## src/rtl/tdm_demux2.sv

```systemverilog
// ---------------------------------------------------------------------------
// tdm_demux2
//
// Two-channel serial time-division demultiplexer. Each serial bit arriving
// with din_valid is steered by sel to channel A (sel=0) or channel B (sel=1).
// Each channel shifts its bits in MSB-first, and every WIDTH bits it presents
// the completed word on its own valid/ready output port.
//
// Handshake: X_valid is high while X_data holds an unconsumed word, and
// X_data is stable for that whole time. The word is consumed on a rising edge
// where X_valid & X_ready are both high. A word that completes while the
// previous one is still held and not being consumed is dropped, and the
// sticky X_ovf flag is set.
//
// Ports:
//   clk, rst              clock; asynchronous active-high reset
//   din, din_valid, sel   serial bit, qualifier, channel select (0=A, 1=B)
//   sync                  frame sync: discards partial words in both channels
//   a_data/a_valid/a_ready  channel A word port
//   b_data/b_valid/b_ready  channel B word port
//   a_ovf, b_ovf          sticky word-dropped flags
//   ovf_clr               synchronous clear of both sticky flags
//
// All outputs come straight from registers.
// ---------------------------------------------------------------------------
module tdm_demux2 #(
  parameter int WIDTH = 8
) (
  input  logic             clk,
  input  logic             rst,
  input  logic             din,
  input  logic             din_valid,
  input  logic             sel,
  input  logic             sync,
  output logic [WIDTH-1:0] a_data,
  output logic             a_valid,
  input  logic             a_ready,
  output logic [WIDTH-1:0] b_data,
  output logic             b_valid,
  input  logic             b_ready,
  output logic             a_ovf,
  output logic             b_ovf,
  input  logic             ovf_clr
);

  localparam int CW = (WIDTH > 2) ? $clog2(WIDTH) : 1;
  localparam logic [CW-1:0] LAST = CW'(WIDTH - 1);

  // Per-channel word-port FSM. The state bit is the channel's valid output.
  typedef enum logic {
    COLLECT = 1'b0,
    HOLD    = 1'b1
  } state_e;

  // Index 0 is channel A, index 1 is channel B.
  state_e           state_q [2];
  state_e           state_d [2];
  logic [WIDTH-1:0] sh_q    [2];
  logic [WIDTH-1:0] sh_d    [2];
  logic [CW-1:0]    cnt_q   [2];
  logic [CW-1:0]    cnt_d   [2];
  logic [WIDTH-1:0] data_q  [2];
  logic [WIDTH-1:0] data_d  [2];
  logic [1:0]       ovf_q;
  logic [1:0]       ovf_d;

  logic [1:0]       ready_w;
  logic [1:0]       take_w;
  logic [1:0]       last_w;
  logic [1:0]       done_w;
  logic [WIDTH-1:0] word_w  [2];

  assign ready_w   = {b_ready, a_ready};
  assign take_w    = {din_valid & sel, din_valid & ~sel};
  assign last_w[0] = (cnt_q[0] == LAST);
  assign last_w[1] = (cnt_q[1] == LAST);
  // A sync edge restarts the frame, so a bit arriving with it never
  // completes a word.
  assign done_w    = take_w & last_w & {2{~sync}};
  assign word_w[0] = {sh_q[0][WIDTH-2:0], din};
  assign word_w[1] = {sh_q[1][WIDTH-2:0], din};

  always_comb begin
    for (int ch = 0; ch < 2; ch++) begin
      state_d[ch] = state_q[ch];
      sh_d[ch]    = sh_q[ch];
      cnt_d[ch]   = cnt_q[ch];
      data_d[ch]  = data_q[ch];
      ovf_d[ch]   = ovf_q[ch];

      // Deserialiser.
      if (sync) begin
        sh_d[ch]  = '0;
        cnt_d[ch] = '0;
        if (take_w[ch]) begin
          sh_d[ch]  = WIDTH'(din);
          cnt_d[ch] = CW'(1);
        end
      end else if (take_w[ch]) begin
        sh_d[ch]  = word_w[ch];
        cnt_d[ch] = last_w[ch] ? '0 : cnt_q[ch] + CW'(1);
      end

      // Word port.
      case (state_q[ch])
        COLLECT: begin
          if (done_w[ch]) begin
            data_d[ch]  = word_w[ch];
            state_d[ch] = HOLD;
          end
        end
        HOLD: begin
          if (done_w[ch]) begin
            if (ready_w[ch]) begin
              // Old word consumed and replaced on the same edge.
              data_d[ch] = word_w[ch];
            end else begin
              // Old word still held: drop the new one.
              ovf_d[ch] = 1'b1;
            end
          end else if (ready_w[ch]) begin
            state_d[ch] = COLLECT;
          end
        end
        default: state_d[ch] = COLLECT;
      endcase

      // Set has priority over clear.
      if (ovf_clr && !(done_w[ch] && state_q[ch] == HOLD && !ready_w[ch])) begin
        ovf_d[ch] = 1'b0;
      end
    end
  end

  always_ff @(posedge clk or posedge rst) begin
    if (rst) begin
      for (int ch = 0; ch < 2; ch++) begin
        state_q[ch] <= COLLECT;
        sh_q[ch]    <= '0;
        cnt_q[ch]   <= '0;
        data_q[ch]  <= '0;
      end
      ovf_q <= '0;
    end else begin
      for (int ch = 0; ch < 2; ch++) begin
        state_q[ch] <= state_d[ch];
        sh_q[ch]    <= sh_d[ch];
        cnt_q[ch]   <= cnt_d[ch];
        data_q[ch]  <= data_d[ch];
      end
      ovf_q <= ovf_d;
    end
  end

  assign a_data  = data_q[0];
  assign b_data  = data_q[1];
  assign a_valid = (state_q[0] == HOLD);
  assign b_valid = (state_q[1] == HOLD);
  assign a_ovf   = ovf_q[0];
  assign b_ovf   = ovf_q[1];

endmodule

```

## config.mk

```make
export PLATFORM = sky130hd
export DESIGN_NAME = tdm_demux2
export DESIGN_NICKNAME = d
export VERILOG_FILES = /design/src/rtl/tdm_demux2.sv
export SDC_FILE = /design/constraint.sdc
export NUM_CORES = 1
export LEC_CHECK = 0
export ABC_AREA = 1
export BUFFER_PORTS_ARGS = -buffer_cell sky130_fd_sc_hd__buf_2
export CORE_ASPECT_RATIO = 0.5
export CORE_MARGIN = 2
export CORE_UTILIZATION = 48
export DETAILED_ROUTE_END_ITERATION = 6
export MAX_ROUTING_LAYER = met4
export PLACE_DENSITY = 0.68
export REMOVE_ABC_BUFFERS = 1
export SLEW_MARGIN = 20
export SYNTH_ARGS = -nofsm -noshare
export SYNTH_HDL_FRONTEND = slang
export SYNTH_SLANG_ARGS = --single-unit
```

## constraint.sdc

```tcl
create_clock -name clk -period 1.2 [get_ports clk]
set_input_delay 0.18 -clock clk [delete_from_list [all_inputs] [get_ports clk]]
set_output_delay 0.18 -clock clk [all_outputs]
set_load 0.05 [all_outputs]
```

# After elaboration in Yosys (flattened, before gate mapping)
# Cells that the tools add are included.
# op_classes
reduce_logical,20
n_eq_ne,10
n_bitwise,8
addsub,2
n_mux,38
# ops
op,count
$mux 8,6
$pmux 8 s2,2
$mux 7,4
$mux 1,18
$mux 3,6
$reduce_and 3->1,4
$reduce_bool 2->1,6
$ne 2x1->1 const B,4
$ne 2x2->1 const B,4
$add 3x1->3 const B,2
$eq 3x3->1 const B,2
$logic_and 1x1->1,6
$and 2x2->2,2
$logic_not 1->1,4
$not 1->1,4
$pmux 1 s2,2
$and 1x1->1,2
# word_totals
wordCells,88
inputBits,9
regBits,40
output_inout_bits,20

# Depth between registers and ports, before layout
# Gate-level depths: netlist (run 1).
# logic_depth
word_depth,10
ltp_mapped,7
ltp_nobuf,7

# Worst setup path before layout (run 1)
# OpenSTA, ideal clock, no wires.
# synth_path
kind,register -> register
startpoint,"reg state_q, in the netlist b_valid"
endpoint,"reg data_q, in the netlist b_data[0]"
required_ps,1081
path_stages_with_launch,5
setup_slack_ps,-20
t_arrival_ps,1101
period_less_slack_ps,1220
setup_ps,119
path_buffers,1
path_cell_list,dfrtp_1 -> nand2_1 -> buf_2 -> nand3_1 -> nand2_1
# synth_between
elab_chain_len,3
elab_cells_between_ends,6
cone_classes,3 x eq/ne; 1 x mux; 1 x bitwise; 1 x reduce/logical
# synth_lines
element,line_no,text
"start, declared",56,state_e state_q [2];
"start signal, assigned by index",146,state_q[ch] <= state_d[ch];
$not 1->1,--,
$ne 2x2->1 (no line),--,
$reduce_and 3->1 (no line),--,
"end signal, assigned by index",149,data_q[ch] <= data_d[ch];
"end, declared",62,logic [WIDTH-1:0] data_q [2];
# Several ways; a longest one is shown, not always the timed one.
# A chain may end at the register's enable or synchronous reset.

# Worst setup path after layout (run 1)
# layout_path
startpoint,reg cnt_q[1] in the netlist's numbering
endpoint,"reg data_q, in the netlist b_data[0]"
# layout_between
elab_chain_len,5
elab_cells_between_ends,6
cone_classes,3 x eq/ne; 2 x bitwise; 1 x reduce/logical
# layout_lines
element,line_no,text
"start, declared",60,logic [CW-1:0] cnt_q [2];
"start signal, assigned by index",148,cnt_q[ch] <= cnt_d[ch];
$eq 3x3->1 (*),76,assign last_w[1] = (cnt_q[1] == LAST);
$and 2x2->2 (*) (2 in a row),79,assign done_w = take_w & last_w & {2{~sync}};
$ne 2x2->1 (no line) or $ne 2x1->1 (tied branches),--,
$reduce_and 3->1 (no line) (*),--,
# Mark *: on every way between the ends. The rest lies on a longest branch, timed or not.

==> flow_summary.yaml, run 1 <==
timing:
  worst_slew_pin_slew_ns: 0.3177
  fin_skew_ns: 0.004347
  worst_slack_ns: -0.03188
  layout_min_cycle_time_ns: 1.232
  fmax_mhz: 811.8
  whs_ns: 0.1493
  setup_tns_ns: -0.2010
  hold_violations: 0
  setup_viol: 10
  rsz0062_at_grt: "yes"
  post-route-period-util_pct: 102.7
  slew_headroom_pct: 78.82
  slew_violations: 0
yosys:
  syn_area_mm2: 0.001762
  ys.warnings.count: 0
  synth_area_leader_cell: "dfrtp_1"
  synth.distinct_cells: 19
  yosys_register_bits: 40
  synth.avg_cell_area_um2: 9.272
  synth.yosys.seq_area_share_pct: 56.82
  synth.top_cell.area_share_pct: 56.82
  netlist_instances: 190
  synthTopCellsByArea: "dfrtp_1, nand2_1, nand3_1"
final_layout:
  syn_to_final_growth_pct: 25.85
  design_area_mm2: 0.002217
  final_cell_mix: "nand2_1, dfrtp_1, nand3_1"
  drive_above_1_share_pct: 33.33
  n_antenna_cell: 0
  final_common_cell: "nand2_1"
  layout.nets: 240
detailed_routing:
  vias_per_cell: 5.075
  drc: 0
  vias: 1416
  drtIter0Drc: 58
  drtAntennaViolNets: 0
  wl_um: 3734
  first_pass_iters: 4
  wl_per_cell_um: 13.38
floorplan:
  fp.coreArea_mm2: 0.003472
  row_count: 15
  initial_core_util_pct: 50.74
  die_w_um: 89.68
  ios: 29
  die_area_mm2: 0.004200
  die_h_um: 46.84
setup_path:
  cp.buffers_inverters: 1
  critical_path_arrival_ns: 1.43
  critPathLaunchType: "flop"
  cp-end-kind: "flop"
  critPathKind: "flop to flop"
  critical_path_required_ns: 1.40
  cp_max_fo: 8
  slowest_delay_ns: 0.39
  cpMaxStageDelayCell: "dfrtp_1"
  crit_path_cell_trace: "ha_2 -> ha_4 -> nand2_4 -> nor2_4 -> buf_12 -> nand3_1 -> nand2_1"
  crit_family: "flip-flops"
placed_design:
  place_area_mm2: 0.001974
  gp_congestion: 0.8003
  dp_slack_ns: -0.1530
  io_buffers: 28
  place_hpwl_um: 2504
global_route:
  antenna_found_initial: 0
  grt_pass1_vias: 1276
  grt_overflow_total: 0
  grt_max_degree: 41
  grt_pass1_wl_um: 6065
  grtUsageTotal_pct: 21.01
run:
  maxCapViolations: 0
power:
  vdd_drop_max_v: 0.0005065
  cellPowerDensity_mw_per_mm2: 1133
  p_leak_uw: 0.001154
clock_network:
  clk_pin_slew_ns: 0.08
  cts.sinks: 40
  cts_root_buffer: "clkbuf_8"
  htreeDepth: 2
  cts_tree: "yes"
  numCtsBuffers: 5
  insertion_delay_ns: 0.30
  clock_path_buffers: 2
outcome:
  violations: "setup timing"
  status: "complete, but fails checks"
worst_hold_path:
  min_path_type: "primary input to flop"
==> path summary, 6_finish.rpt <==
| check | start | to | slack [ns] | cells past startpoint |
|---|---|---|---|---|
| worst max-delay path | cnt_q[1] | b_data[0] | -0.03 | 7 |
| worst min-delay path | ovf_clr | ovf_q[1] | 0.15 | 4 |
| worst max register to register | cnt_q[1] | b_data[0] | -0.03 | 7 |
| worst min register to register | b_data[7] | b_data[7] | 0.46 | 2 |
| max in group asynchronous | rst | cnt_q[1] | 0.53 | 4 |
| min in group asynchronous | rst | a_data[7] | 0.48 | 4 |
==> synth_stat cells, drive strengths merged <==
cell type,n
buf,8
nor2,6
a21oi,6
dfrtp,40
nand3,39
o21ai,9
ha,4
nand2,65
o31ai,1
inv,12
==> power breakdown <==
part           switching, µW  total [µW]  internal [µW]
Combinational            125         191           65.6
Sequential              19.8        1390           1370
Clock                    473         932            459
Total                    618        2510           1890
==> tightest hold or removal path, cell delays in order <==
cell	delay, ns
buf_2	0.07
inv_1	0.04
nand2_1	0.05
o21ai_1	0.06
==> routing by layer <==
| layer | vias up | global-route usage, % | share of wire, % |
|---|---|---|---|
| li1 | 693 | - | - |
| met1 | 676 | 25.97 | 46 |
| met2 | 34 | 33.97 | 48 |
| met3 | 13 | 5.272 | 3.5 |
| met4 | 0 | 8.060 | 2.9 |
| met5 | - | - | 0 |
==> state kept, by name, summed over array words and instances, names as in the netlist <==
register	cells
a_valid	1
b_data	8
sh_q	14
b_valid	1
cnt_q	6
ovf_q	2
a_data	8
==> final cells by class <==
class | instances | area [µm²]
Fill cell | 294 | 1255
Sequential cell | 40 | 1001
Multi-Input combinational cell | 130 | 764.5
Timing Repair Buffer | 38 | 242.7
Clock buffer | 6 | 82.58
Tap cell | 51 | 63.81
Inverter | 12 | 52.55
Clock inverter | 2 | 10.01
==> per-stage QoR <==
step                instances  total power (µW)  util [%]
floorplan                 182              1506         -
global placement          269              1573     56.86
detailed placement        269              1583     56.86
CTS                       279              2526     63.14
global route              279              2611     63.86
finish                    279              2512     63.86
==> timing repair <==
item                       CTS  global route
hold buffers                 1             0
gates resized for setup     22             6
hold endpoints to repair    40             0
setup buffers                1             0
setup endpoints to repair   20            19
pin swaps                    7             4
==> cell families after synthesis <==
logic type,after synthesis,share of synthesized area [%]
flops,40,56.82
buf+inv,20,6.462
simple gates,110,28.91
fa+ha+maj,4,2.841
compound gates,16,4.971
Power figures use the tool's default switching activity.
==> run 2, diff against run 1 <==
--- a/config.mk
+++ b/config.mk
@@ -14,6 +14,7 @@
 export MAX_ROUTING_LAYER = met4
 export PLACE_DENSITY = 0.68
 export REMOVE_ABC_BUFFERS = 1
+export SETUP_SLACK_MARGIN = 0.02
 export SLEW_MARGIN = 20
 export SYNTH_ARGS = -nofsm -noshare
 export SYNTH_HDL_FRONTEND = slang
==> run 2 against run 1 <==
Against the previous run: the run still ends with setup timing left; routed wire length up 0.27%; critical endpoint unchanged; count of clock-buffer cells in the layout did not move; setup slack about the same; clock skew is essentially flat; combinational power about the same; non-clock buffer count unchanged; largest cell class unchanged; total power about the same; critical path depth unchanged.
==> flow_summary.yaml, run 2 (synthesis gave the netlist of run 1 again) <==
outcome:
  status: "complete, but fails checks"
  violations: "setup timing"
timing:
  fin_skew_ns: 0.004509
  fmax_mhz: 812.0
  setup_tns_ns: -0.1963
  layout_min_cycle_time_ns: 1.232
  post-route-period-util_pct: 102.6
  slew_violations: 0
  worst_slew_pin_slew_ns: 0.3175
  hold_violations: 0
  setup_viol: 10
  rsz0062_at_grt: "yes"
  slew_headroom_pct: 78.83
  whs_ns: 0.1493
  worst_slack_ns: -0.03160
final_layout:
  syn_to_final_growth_pct: 25.85
  fillers: 294
  regMostFlops: "sh_q"
  stdcell_count: 279
  layout.nets: 240
  n_antenna_cell: 0
  largest_register_ffs: 14
  drive_above_1_share_pct: 33.33
  final_common_cell: "nand2_1"
  final_cell_mix: "nand2_1, dfrtp_1, nand3_1"
power:
  p_clk_share_pct: 37.0
  p_int_uw: 1895
  p_leak_uw: 0.001154
  combPwrFrac_pct: 7.6
  p_sw_share_pct: 24.54
  vdd_drop_max_v: 0.0005065
  cellPowerDensity_mw_per_mm2: 1132
  seqPwrFrac_pct: 55.4
  switchingPower_uw: 616.2
floorplan:
  die_w_um: 89.68
  ios: 29
  initial_core_util_pct: 50.74
  die_h_um: 46.84
  die_area_mm2: 0.004200
  row_count: 15
  fp.coreArea_mm2: 0.003472
global_route:
  grt_util_met2_pct: 33.97
  grt_max_degree: 41
  grtUsageMet3_pct: 5.272
  busiest_layer: "met2"
  use_met1_pct: 25.97
  grt_overflow_total: 0
  grt_pass1_vias: 1274
  antenna_found_initial: 0
  grt_pass1_wl_um: 6065
  grtUsageTotal_pct: 21.01
clock_network:
  htreeDepth: 2
  insertion_delay_ns: 0.30
  clock_path_buffers: 2
  clk_pin_slew_ns: 0.08
  cts_root_buffer: "clkbuf_8"
  numCtsBuffers: 5
  cts.sinks: 40
  cts_tree: "yes"
setup_path:
  crit_family: "flip-flops"
  cp.buffers_inverters: 1
  slowest_delay_ns: 0.39
  critical_path_required_ns: 1.40
  critPathLaunchType: "flop"
  critical_path_arrival_ns: 1.43
  cp_max_fo: 8
  cp-end-kind: "flop"
  cpMaxStageDelayCell: "dfrtp_1"
  critPathKind: "flop to flop"
  crit_path_cell_trace: "ha_2 -> ha_4 -> nand2_4 -> nor2_4 -> buf_12 -> nand3_1 -> nand2_1"
detailed_routing:
  drtAntennaViolNets: 0
  wl_per_cell_um: 13.42
  drc: 0
  vias: 1408
  wl_um: 3744
  first_pass_iters: 4
  vias_per_cell: 5.047
  drtIter0Drc: 57
placed_design:
  io_buffers: 28
  place_hpwl_um: 2504
  gp_congestion: 0.8003
  dpl.cell_count: 269
run:
  maxCapViolations: 0
worst_hold_path:
  min_path_type: "primary input to flop"
[run 2: cell counts in the layout (fill, tap and decap cells not counted)]
No cell type changed its count.
[run 2: metrics by stage]
stage | power [µW] | worst slack (ns) | util, % | area (µm²)
final | 2511 | -0.03160 | 63.86 | 2217
after floorplan | 1506 | -0.09258 | - | 1698
after global routing | 2611 | -0.1164 | 63.86 | 2217
after detailed placement | 1583 | -0.1530 | 56.86 | 1974
after global placement | 1573 | -0.1221 | 56.86 | 1974
after CTS | 2526 | -0.04629 | 63.14 | 2192
[run 2: cell type report]
cell class	count	area, µm²	area share (%)
inverters	12	52.55	2.370
repair buffers	38	242.7	10.95
clock inverters	2	10.01	0.4515
multi-input cells	130	764.5	34.48
well taps	51	63.81	2.878
clock buffers	6	82.58	3.725
flip-flops and latches	40	1001	45.15
[run 2: routing by layer]
metal / up-vias / part of all wire (%)
met5: - / 0
met4: 0 / 2.3
met1: 676 / 46
met3: 11 / 3.4
met2: 29 / 48
li1: 692 / -
[run 2: worst paths after layout]
kind | start | to | slack (ns) | cells after the start
worst max-delay path | cnt_q[1] | b_data[0] | -0.03 | 7
worst max register to register | cnt_q[1] | b_data[0] | -0.03 | 7
worst min-delay path | ovf_clr | ovf_q[1] | 0.15 | 4
worst min register to register | b_data[7] | b_data[7] | 0.46 | 2
max in group asynchronous | rst | cnt_q[1] | 0.53 | 4
min in group asynchronous | rst | a_data[7] | 0.48 | 4
[run 2: what timing repair did]
action / in CTS / in global routing
buffers inserted: 1 / 0
endpoints found under the setup margin: 20 / 20
endpoints found under the hold margin: 40 / 0
pin swaps: 7 / 4
gates resized for setup: 22 / 6
cloned: 0 / 0
hold buffers: 1 / 0
[run 2: tightest hold or removal path, stage by stage]
cell and delay (ns):
buf_2 0.07, inv_1 0.04, nand2_1 0.05, o21ai_1 0.06
[run 2: power groups by stage]
stage	Clock (µW)	Combinational, µW	Sequential, µW
after global placement	0	162	1410
final	929	191	1390
after global routing	1000	215	1390
after CTS	955	183	1390
after floorplan	0	93.7	1410
after detailed placement	0	170	1410
==> run 3, diff against run 2 <==
--- a/config.mk
+++ b/config.mk
@@ -12,7 +12,7 @@
 export CORE_UTILIZATION = 48
 export DETAILED_ROUTE_END_ITERATION = 6
 export MAX_ROUTING_LAYER = met4
-export PLACE_DENSITY = 0.68
+export PLACE_DENSITY = 0.72
 export REMOVE_ABC_BUFFERS = 1
 export SETUP_SLACK_MARGIN = 0.02
 export SLEW_MARGIN = 20
==> run 3 against run 2 <==
Against the previous run: the flow still finishes with violations (setup timing); maximum frequency down 0.36%; highest routed layer unchanged; cell area down 2.0%; critical endpoint is now b_data[1]; count of clock-buffer cells in the layout up 2.
==> flow_summary.yaml, run 3 (synthesis gave the netlist of run 1 again) <==
detailed_routing:
  wl_per_cell_um: 12.80
  drtIter0Drc: 54
  drtAntennaViolNets: 0
  drc: 0
  vias: 1445
  vias_per_cell: 5.179
  first_pass_iters: 4
  wl_um: 3571
setup_path:
  critical_path_required_ns: 1.39
  crit_path_cell_trace: "ha_2 -> ha_4 -> inv_4 -> nor2_4 -> nand3_4 -> nand2_1 -> nand2_1"
  crit_top_cell: "nand2_1"
  critical_path_arrival_ns: 1.42
  critPathKind: "flop to flop"
  cp-end-kind: "flop"
  cp.buffers_inverters: 1
  cpMaxStageDelayCell: "dfrtp_1"
  critPathLaunchType: "flop"
  slowest_delay_ns: 0.36
  crit_family: "simple AND/OR/NAND/NOR gates"
  cp_max_fo: 8
final_layout:
  largest_register_ffs: 14
  final_cell_mix: "nand2_1, dfrtp_1, nand3_1"
  drive_above_1_share_pct: 31.58
  fillers: 320
  final_common_cell: "nand2_1"
  n_antenna_cell: 0
  syn_to_final_growth_pct: 23.37
  layout.nets: 240
  regMostFlops: "sh_q"
clock_network:
  clock_path_buffers: 2
  cts.sinks: 40
  numCtsBuffers: 5
  cts_tree: "yes"
  clk_pin_slew_ns: 0.08
  insertion_delay_ns: 0.29
  cts_root_buffer: "clkbuf_8"
  htreeDepth: 2
floorplan:
  initial_core_util_pct: 50.74
  row_count: 15
  fp.coreArea_mm2: 0.003472
  die_area_mm2: 0.004200
  ios: 29
  die_w_um: 89.68
  die_h_um: 46.84
timing:
  rsz0062_at_grt: "yes"
  slew_headroom_pct: 78.72
  layout_min_cycle_time_ns: 1.236
  post-route-period-util_pct: 103.0
  slew_violations: 0
  setup_viol: 18
  worst_slew_pin_slew_ns: 0.3192
  fin_skew_ns: 0.003347
  fmax_mhz: 809.1
  whs_ns: 0.1363
  hold_violations: 0
  worst_slack_ns: -0.03600
global_route:
  grt_pass1_wl_um: 6141
  grt_overflow_total: 0
  grt_max_degree: 41
  grt_pass1_vias: 1353
  antenna_found_initial: 0
  grtUsageTotal_pct: 20.79
power:
  p_leak_uw: 0.001147
  cellPowerDensity_mw_per_mm2: 1153
  vdd_drop_max_v: 0.0005498
  power_uw: 2505
worst_hold_path:
  min_path_type: "primary input to flop"
outcome:
  status: "complete, but fails checks"
  violations: "setup timing"
placed_design:
  place_hpwl_um: 2406
  gp_congestion: 0.8038
  io_buffers: 28
  dp_slack_ns: -0.1316
run:
  maxCapViolations: 0
-- run 3: cell types whose count changed in the layout (fill, tap and decap cells not counted), sizes merged --
cell,before,now
clkinv,2,0
clkbuf,6,8
-- run 3: worst register-to-register path: stages (launching register included) --
cell	delay [ns]
dfrtp_1	0.36
ha_2	0.20
ha_4	0.15
inv_4	0.04
nor2_4	0.10
nand3_4	0.13
nand2_1	0.10
nand2_1	0.05
-- run 3: per-stage QoR --
step	util, %	TNS (ns)	cell area [µm²]	std cells
floorplan	-	-1.318	1698	182
global placement	56.86	-1.278	1974	269
detailed placement	56.86	-1.953	1974	269
CTS	61.48	-0.2649	2135	278
global route	62.59	-1.739	2173	279
finish	62.59	-0.4788	2173	279
-- run 3: final cells by class --
cell class / instances / area [µm²] / share of cell area [%]
clock buffer: 8 / 90.09 / 4.145
inverter: 12 / 52.55 / 2.418
multi-input combinational: 130 / 735.7 / 33.85
sequential: 40 / 1001 / 46.06
tap: 51 / 63.81 / 2.936
timing repair buffer: 38 / 230.2 / 10.59
-- run 3: layer usage --
metal,routed length (µm),vias to the layer above,GRT usage (%),part of all wire (%)
li1,-,692,-,-
met1,1654,710,25.61,46
met2,1717,36,33.97,48
met3,156,7,5.272,4.4
met4,42,0,7.463,1.2
met5,0,-,-,0
-- run 3: power breakdown --
| part | internal, µW | switching [µW] |
|---|---|---|
| combinational | 64.9 | 125 |
| clock | 469 | 459 |
| sequential | 1370 | 16.5 |
| total | 1900 | 600 |
-- run 3: worst paths after layout --
path / start / endpoint / slack, ns / cells past startpoint
min: ovf_clr / ovf_q[0] / 0.14 / 4
max in group asynchronous: rst / sh_q[4] / 0.52 / 4
max: cnt_q[0] / b_data[1] / -0.04 / 7
max reg2reg: cnt_q[0] / b_data[1] / -0.04 / 7
min in group asynchronous: rst / a_data[7] / 0.48 / 4
min reg2reg: a_data[7] / a_data[7] / 0.47 / 2
-- run 3: repair_timing --
action / CTS / global route
setup buffers: 0 / 1
gates resized for setup: 15 / 10
endpoints found under the hold margin: 40 / 0
hold buffers: 1 / 0
pin swaps: 9 / 10
setup endpoints to repair: 21 / 20
